### src/rtl/wallace_dot_accumulator.sv
// wallace_dot_accumulator: sums VEC_LEN unsigned products per vector and presents each result over valid/ready.
// Define WALLACE_ACC_SATURATE_EN to saturate at 2^ACC_W-1 instead of wrapping.
module wallace_dot_accumulator #(
    parameter int PROD_W  = 16,
    parameter int ACC_W   = 19,
    parameter int VEC_LEN = 8,
    localparam int CW     = $clog2(VEC_LEN + 1)
) (
    input  logic              clk,
    input  logic              rst,
    input  logic              clear,
    input  logic [PROD_W-1:0] p_in,
    input  logic              p_valid,
    output logic              p_ready,
    output logic [ACC_W-1:0]  acc_out,
    output logic              out_valid,
    input  logic              out_ready,
    output logic              overflow,
    output logic [CW-1:0]     count
);
    typedef enum logic {ACCUM, HOLD} state_t;
    state_t state;
    logic [ACC_W-1:0] acc;
    logic ovf_int;
    logic [ACC_W:0] sum;
    logic [ACC_W-1:0] nxt;
    logic accept, last;
    assign p_ready = (state == ACCUM) && !clear;
    assign accept  = p_valid && p_ready;
    assign last    = count == CW'(VEC_LEN - 1);
    assign sum     = {1'b0, acc} + (ACC_W + 1)'(p_in);
`ifdef WALLACE_ACC_SATURATE_EN
    assign nxt = sum[ACC_W] ? '1 : sum[ACC_W-1:0];
`else
    assign nxt = sum[ACC_W-1:0];
`endif
    always_ff @(posedge clk or posedge rst) begin
        if (rst) begin
            state     <= ACCUM;
            acc       <= '0;
            count     <= '0;
            ovf_int   <= 1'b0;
            acc_out   <= '0;
            out_valid <= 1'b0;
            overflow  <= 1'b0;
        end else if (clear) begin
            state     <= ACCUM;
            acc       <= '0;
            count     <= '0;
            ovf_int   <= 1'b0;
            out_valid <= 1'b0;
            overflow  <= 1'b0;
        end else if (state == ACCUM) begin
            if (accept && last) begin
                acc_out   <= nxt;
                overflow  <= ovf_int | sum[ACC_W];
                out_valid <= 1'b1;
                acc       <= '0;
                count     <= '0;
                ovf_int   <= 1'b0;
                state     <= HOLD;
            end else if (accept) begin
                acc     <= nxt;
                count   <= count + CW'(1);
                ovf_int <= ovf_int | sum[ACC_W];
            end
        end else if (out_ready) begin
            out_valid <= 1'b0;
            state     <= ACCUM;
        end
    end
endmodule

### config.mk
export PLATFORM = sky130hd
export DESIGN_NAME = wallace_dot_accumulator
export DESIGN_NICKNAME = d
export VERILOG_FILES = /design/src/rtl/wallace_dot_accumulator.sv
export SDC_FILE = /design/constraint.sdc
export NUM_CORES = 1
export LEC_CHECK = 0
export BUFFER_PORTS_ARGS = -buffer_cell sky130_fd_sc_hd__buf_4
export CORE_AREA = 5 5 89 91
export CTS_CLUSTER_DIAMETER = 80
export CTS_CLUSTER_SIZE = 12
export DETAILED_ROUTE_END_ITERATION = 10
export DIE_AREA = 0 0 94 96
export PLACE_DENSITY = 0.66
export SLEW_MARGIN = 20
export SYNTH_ARGS = -nofsm -noshare
export SYNTH_HDL_FRONTEND = slang
export SYNTH_SLANG_ARGS = --single-unit
export TNS_END_PERCENT = 50
### constraint.sdc
create_clock -name clk -period 6 [get_ports clk]
set_input_delay 0.3 -clock clk [delete_from_list [all_inputs] [get_ports clk]]
set_output_delay 0.3 -clock clk [all_outputs]
set_load 0.005 [all_outputs]
# Word level (Yosys, flattened, before mapping)
# Cells that the tools add are included.
# word_totals
reg_bits	46
mem_count	0
output_inout_bits	26
word_cells	49
input_bits	21
romBits	0
latch_bits	0
mem_bits_rw	0
# op_classes
div_mod_pow	0
n_bitwise	3
magnitude_cmp	0
multipliers	0
reduce_logical	11
eq_ne	3
muxes	23
n_shift	0
addsub	2
# op_table
op	count
19-bit 2-to-1 mux	4
19-bit by 16-bit adder with 20-bit output	1
4-bit 2-to-1 mux	4
1-bit 2-to-1 mux	15
2-bit AND reduction	3
3-bit nonzero test	2
4-bit by 1-bit adder with 4-bit output (second input constant)	1
4-bit by 3-bit equality test with 1-bit output (second input constant)	1
1-bit logical AND	3
3-bit != test (second input constant)	1
3-bit AND reduction	1
2-bit != test (second input constant)	1
1-bit NOT	2
2-bit nonzero test	1
1-bit zero test	1
1-bit OR	1

# Depth between registers and ports, before layout
# Gate-level depths: netlist of the first run.
# logic_depth
ltp_word	7
mapped_depth	8
mapped_depth_nobuf	8

# Least setup slack after synthesis of the first run
# No wires, ideal clock.
# synth_timing
path_kind	reg-to-reg
startpoint	reg acc[0]
endpoint	reg acc_out[10]
n_path_buf	0
period_less_slack_ps	2255
setup_time_ps	125
arrival_ps	2131
t_required_ps	5875
stages_incl_launch_ff	9
path_slack_ps	3745
path_cell_list	dfrtp_1 > ha_1 > fa_1 > a211oi_2 > o21bai_4 > o21ai_0 > o21ai_0 > xor2_1 > mux2_2
# synth_via
elab_chain_len	1
# synth_lines
item	line_no	source
start: declaration	23	logic [ACC_W-1:0] acc;
start signal: assignment	63	acc <= nxt;
19-bit by 16-bit adder with 20-bit output	31	assign sum = {1'b0, acc} + (ACC_W + 1)'(p_in);
end signal: assignment	55	acc_out <= nxt;
end: declaration	15	output logic [ACC_W-1:0] acc_out,
# No other way between the ends.
# A chain may end at the register's enable or synchronous reset.

# Worst setup path in the final report of the first run
# Same ends and word-level chain as after synthesis.

==> summary.txt, run 1 <==
Switching Fraction = 0.3343
Seq/Total Area, Yosys = 0.4220
row cnt = 31
final hold slack = 0.1214 ns
Post-synth EDFFs = 0
pre-CTS WS = 3.540 ns
Max VDD drop = 0.09970 mV
Least-Margin Pin Slew = 0.8983 ns
area of the mapped netlist = 0.002728 mm²
via/cell ratio = 5.322
largest net degree at the start of global routing = 47
total leakage power = 1.594 nW
Root Driver = clkbuf_8
Seq pwr share = 0.440
type of the worst setup path = flip-flop to flip-flop
Worst slew margin = 0.4012
CP most frequent cell = o21ai_0
full die area = 0.009024 mm²
wire length per cell = 15.14 µm
I/O Pins = 47
first-pass GRT wire length = 10840 µm
Post-synth ARST share = 1.000
die width = 94 µm
worst-path cell chain = ha_1, fa_1, a211oi_2, o21bai_4, o21ai_0, o21ai_0, xor2_1, mux2_2
Final Util = 0.4635
required time of the critical path = 6.19 ns
ANT cells = 0
Final setup viols = 0
Setup crit end kind = flip-flop
Die Ht = 96 µm
WL final = 6480 µm
Post-Syn Nets = 322
drt first pass iters = 4
# resized after CTS = 0
status = completed
WP data arrival = 2.63 ns
post-layout min period = 2.439 ns
DRC = 0
IO Port Bufs = 46
Max Fclk = 409.9 MHz
Min-Delay Path Class = input pin to asynchronous set/reset pin
via count = 2278
Pint = 523.3 µW
Hold Fails Final Rpt = 0
setup ws final = 3.561 ns
Worst-path clk slew = 0.09 ns
Critical-path top delay cell = fa_1
TritonCTS clock tree = built
switching power = 262.8 µW
Clock Latency Late Sink = 0.30 ns
slowest cell delay on critical path = 0.44 ns
Critical Path Fanout Max = 3
DP HPWL = 4665 µm
cts hold-fix bufs = 0
Core ar. = 0.007059 mm²
CTS buffer count = 5
post-CTS setup buffer count = 0
Syn Inst Count = 283
Cell variety after synth = 51
sequential cell area = 0.001151 mm²
skew final = 0.006586 ns
antenna violation net count after detailed routing = 0
vias in the first global route = 2254
Tcrit/Tclk final = 0.4066
Max Cap Viol = 0
CP Launch Type = flip-flop
RSZ-0062 raised after global routing = no
Clock Tree Buf Depth = 2
Initial Util = 0.3864
global route overflow = 0
gpl congestion = 0.8810
CTS H-tree lvls = 2
Global Route Usage Sum = 0.1523
Comb pwr share = 0.307
Max Slew Vio Count = 0
Post-layout nets = 367
Layout area overhead = 19.95%
antenna violations before repair = 0
multi-input logic area = 0.001521 mm²
fill count = 698
ys flop type = dfrtp_1
warning count from the yosys run = 0
DRT iter0 DRCs = 93
layout cell share with drive strength beyond 1 = 0.2219
TNS Setup = 0 ns
PwrDens = 240.2 mW/mm²
Clk pwr share = 0.253
Avg Cell Area, Syn = 9.638 µm²
Seq cells post-synth = 46
clock sinks = 46
==> per-stage QoR <==
stage                     instance area, µm²  power [mW]  instances
after floorplan                         2728      0.5311        283
after global placement                  3179      0.5852        420
after detailed placement                3179      0.5904        420
after CTS                               3271      0.7918        428
after global routing                    3272      0.8403        428
final                                   3272      0.7861        428
==> power groups by stage <==
| stage | Sequential (mW) | Clock [mW] | Combinational, mW |
|---|---|---|---|
| 4_1_cts | 0.345 | 0.206 | 0.241 |
| 5_1_grt | 0.348 | 0.221 | 0.271 |
| 6_report | 0.346 | 0.199 | 0.242 |
| 3_5_place_dp | 0.351 | 0 | 0.239 |
| 3_3_place_gp | 0.351 | 0 | 0.234 |
| 2_1_floorplan | 0.348 | 0 | 0.184 |
==> layer usage <==
layer	share of wire	vias up	track usage	routed length, µm
li1	-	1131	-	-
met2	0.46	45	0.2537	2966
met3	0.048	7	0.03831	311
met1	0.48	1095	0.1945	3104
met4	0.015	0	0.04813	98
met5	0	-	0	0
==> state kept, by name, summed over array words and instances, names as in the netlist <==
| signal | count |
|---|---|
| count | 4 |
| state | 1 |
| overflow | 1 |
| acc_out | 19 |
| out_valid | 1 |
| acc | 19 |
| ovf_int | 1 |
==> worst max-delay path, delay by kind of cell (launching register included) <==
| family | cells | cell delay, ns |
|---|---|---|
| mux | 1 | 0.27 |
| flops | 1 | 0.39 |
| compound gates | 4 | 0.84 |
| fa+ha+maj | 2 | 0.65 |
| xor+xnor | 1 | 0.17 |
==> final cells by class <==
cell class | instances | area share
clock buffer | 7 | 0.02639
multi-input combinational | 221 | 0.4650
clock inverter | 1 | 0.001530
sequential | 46 | 0.3518
inverter | 6 | 0.007266
tap | 99 | 0.03786
timing repair buffer | 48 | 0.1101
==> final timing paths <==
path | depth (start not counted) | slack [ns] | to | from
setup / recovery | 8 | 3.56 | acc_out[10] | acc[0]
hold / removal | 2 | 0.12 | acc_out[1] | rst
setup reg to reg | 8 | 3.56 | acc_out[10] | acc[0]
hold reg to reg | 2 | 0.48 | acc_out[6] | acc_out[6]
max in group asynchronous | 2 | 5.40 | acc_out[9] | rst
min in group clk | 2 | 0.19 | state | out_ready
==> synth_stat cells (all sizes together), types with 2 or more instances <==
cell type / count / area, µm²
a211o: 5 / 45.04
a211oi: 6 / 50.05
a21boi: 2 / 15.01
a21o: 8 / 60.06
a21oi: 17 / 88.84
a22o: 11 / 96.34
a31oi: 7 / 43.79
and2: 2 / 12.51
buf: 3 / 15.01
clkbuf: 7 / 26.28
dfrtp: 46 / 1151
ha: 17 / 212.7
inv: 6 / 22.52
mux2: 5 / 56.30
nand2: 42 / 157.7
nand2b: 2 / 12.51
nand3: 8 / 45.04
nand3b: 2 / 15.01
nand4: 4 / 25.02
nor2: 13 / 48.80
nor3: 8 / 40.04
o211ai: 2 / 15.01
o21ai: 21 / 112.6
o21bai: 2 / 26.28
o31ai: 3 / 22.52
or2: 2 / 12.51
or3: 3 / 18.77
xnor2: 9 / 78.83
xor2: 5 / 43.79
==> placed cells by master, fill, tap and decap left out, types with 2 or more instances in the layout <==
master,n
a21o_1,8
or3_1,3
o21ai_0,18
nand3_1,7
mux2_2,5
a21oi_1,16
a21boi_0,2
a211oi_1,5
nor3_1,8
clkinv_2,2
a31oi_1,7
or2_2,2
nor2_1,13
nand4_1,4
a22o_1,11
buf_4,48
nand2_1,42
dfrtp_1,46
ha_1,17
nand3b_1,2
o211ai_1,2
a211o_1,4
o21ai_2,2
xnor2_1,9
xor2_1,5
and2_1,2
nand2b_1,2
inv_1,5
o31ai_1,3
clkbuf_8,6
==> logic make-up (layout without fill, tap and decap cells) <==
family                     count (synthesis)  after routing  synth area share
DFF                                       46             46            0.4220
xor gates and xnor gates                  14             14           0.04496
muxes                                      6              6           0.02431
and+or+nand+nor                           92             92            0.1665
AOI/OAI and AO/OA                         91             91            0.2335
buffers and inverters                     16             62           0.02339
adders and majority gates                 18             18           0.08532
(Power assumes the default switching activity.)
==> run 2: changes to the inputs <==
==> constraint.sdc (replaced) <==
create_clock -name clk -period 2.51 [get_ports clk]
set_input_delay 0.1255 -clock clk [delete_from_list [all_inputs] [get_ports clk]]
set_output_delay 0.1255 -clock clk [all_outputs]
set_load 0.005 [all_outputs]
==> summary.txt, run 2 (synthesis results as in run 1) <==
die width = 94 µm (unchanged)
Tcrit/Tclk final = 0.9351 (was 0.4066)
pre-CTS WS = 0.1345 ns (was 3.540 ns)
drt first pass iters = 5 (was 4)
Final setup viols = 0 (unchanged)
via count = 2296 (was 2278)
Worst-path clk slew = 0.10 ns (was 0.09 ns)
Setup crit end kind = flip-flop (unchanged)
gpl congestion = 0.8250 (was 0.8810)
critical path startpoint = acc[0] (unchanged)
biggest regs = acc (19), acc_out (19), count (4) (unchanged)
vias in the first global route = 2284 (was 2254)
final hold slack = -0.06931 ns (was 0.1214 ns)
IO Port Bufs = 46 (unchanged)
Least-Margin Pin Slew = 0.8061 ns (was 0.8983 ns)
antenna violations before repair = 0 (unchanged)
Max VDD drop = 0.2230 mV (was 0.09970 mV)
Max Fclk = 426.0 MHz (was 409.9 MHz)
Top delay family on crit path = compound AO/OA/AOI/OAI gates (unchanged)
most frequent cells in the layout = buf_4 (50), dfrtp_1 (46), nand2_1 (42) (was buf_4 (48), dfrtp_1 (46), nand2_1 (42))
setup ws final = 0.1629 ns (was 3.561 ns)
ANT cells = 0 (unchanged)
TNS Setup = 0 ns (unchanged)
Root Driver = clkbuf_8 (unchanged)
Worst Reg2Reg Path Length in Cells = 8 (unchanged)
antenna violation net count after detailed routing = 0 (unchanged)
DRT iter0 DRCs = 83 (was 93)
Final Util = 0.4669 (was 0.4635)
row cnt = 31 (unchanged)
Max Cap Viol = 0 (unchanged)
Clock Tree Buf Depth = 2 (unchanged)
via/cell ratio = 5.327 (was 5.322)
FF-to-FF setup slack = 0.16 ns (was 3.56 ns)
post-layout min period = 2.347 ns (was 2.439 ns)
worst-path cell chain = ha_1, fa_1, a211oi_2, o21bai_4, o21ai_2, nor3b_4, nor3_1, o31ai_1 (was ha_1, fa_1, a211oi_2, o21bai_4, o21ai_0, o21ai_0, xor2_1, mux2_2)
Initial Util = 0.3864 (unchanged)
Core ar. = 0.007059 mm² (unchanged)
multi-input logic area = 0.001521 mm² (unchanged)
Critical Path Fanout Max = 5 (was 3)
failing checks = negative hold slack
TritonCTS clock tree = built (unchanged)
type of the worst setup path = flip-flop to flip-flop (unchanged)
WP data arrival = 2.57 ns (was 2.63 ns)
DRC = 0 (unchanged)
fill count = 708 (was 698)
CP Launch Type = flip-flop (unchanged)
CTS buffer count = 5 (unchanged)
required time of the critical path = 2.73 ns (was 6.19 ns)
layout cell share with drive strength beyond 1 = 0.2289 (was 0.2219)
CTS H-tree lvls = 2 (unchanged)
status = finished, violations left (was completed)
final instance area = 0.003296 mm² (was 0.003272 mm²)
skew final = 0.009802 ns (was 0.006586 ns)
global route overflow = 0 (unchanged)
Critical-path top delay cell = fa_1 (unchanged)
Max Slew Vio Count = 0 (unchanged)
Die Ht = 96 µm (unchanged)
Layout area overhead = 20.83% (was 19.95%)
WL final = 6555 µm (was 6480 µm)
Min-Delay Path Class = input pin to asynchronous set/reset pin (unchanged)
first-pass GRT wire length = 10940 µm (was 10840 µm)
sequential cell area = 0.001151 mm² (unchanged)
post-CTS setup buffer count = 0 (unchanged)
Buf/Inv on CP = 0 (unchanged)
PwrDens = 574.8 mW/mm² (was 240.2 mW/mm²)
RSZ-0062 raised after global routing = no (unchanged)
Global Route Usage Sum = 0.1546 (was 0.1523)
worst r2r src = acc[0] (unchanged)
wire length per cell = 15.21 µm (was 15.14 µm)
slowest cell delay on critical path = 0.43 ns (was 0.44 ns)
RR Endpoint = acc_out[16] (was acc_out[10])
total leakage power = 1.603 nW (was 1.594 nW)
Clock Latency Late Sink = 0.32 ns (was 0.30 ns)
DP HPWL = 4632 µm (was 4665 µm)
Post-layout nets = 370 (was 367)
largest net degree at the start of global routing = 47 (unchanged)
placed instance area = 0.003194 mm² (was 0.003179 mm²)
clock sinks = 46 (unchanged)
I/O Pins = 47 (unchanged)
Hold Fails Final Rpt = 46 (was 0)
Worst slew margin = 0.4620 (was 0.4012)
Tot Pwr = 1.894 mW (was 786.1 µW)
most common cell after layout, fill and taps aside = buf_4 (unchanged)
full die area = 0.009024 mm² (unchanged)
[run 2: what timing repair did]
item	in CTS	in global routing
gates resized for setup	0	1
endpoints found under the setup margin	0	1
hold endpoints to repair	1	0
hold buffers	1	0
[run 2: how the worst max path moves through the flow]
stage | endpoint | depth (start not counted)
5_1_grt | acc_out[16] | 8
3_3_place_gp | acc_out[10] | 8
6_report | acc_out[16] | 8
3_5_place_dp | acc_out[10] | 8
4_1_cts | acc_out[10] | 8
2_1_floorplan | acc_out[10] | 8
[run 2: metrics by stage]
stage | hold slack, ns | cells
CTS | 0.06304 | 431
finish | -0.06931 | 431
global placement | 0.3321 | 422
floorplan | 0.2328 | 283
global route | 0.009178 | 431
detailed placement | 0.3359 | 422
[run 2: final cells by class]
type,instances,area share
multi-input cells,221,0.4617
flip-flops and latches,46,0.3493
repair buffers,51,0.1169
well taps,99,0.03759
clock buffers,5,0.02088
inverters,6,0.007213
clock inverters,3,0.006454
[run 2: routing by layer]
layer	vias to the layer above	share of wire	global-route usage
met1	1102	0.49	0.2033
met3	7	0.047	0.03362
met5	-	0	0
met4	0	0.015	0.05174
li1	1137	-	-
met2	50	0.45	0.2531
[run 2: where the power goes]
group	internal, mW	switching [mW]
Sequential	0.788	0.0369
Combinational	0.243	0.341
Clock	0.196	0.289
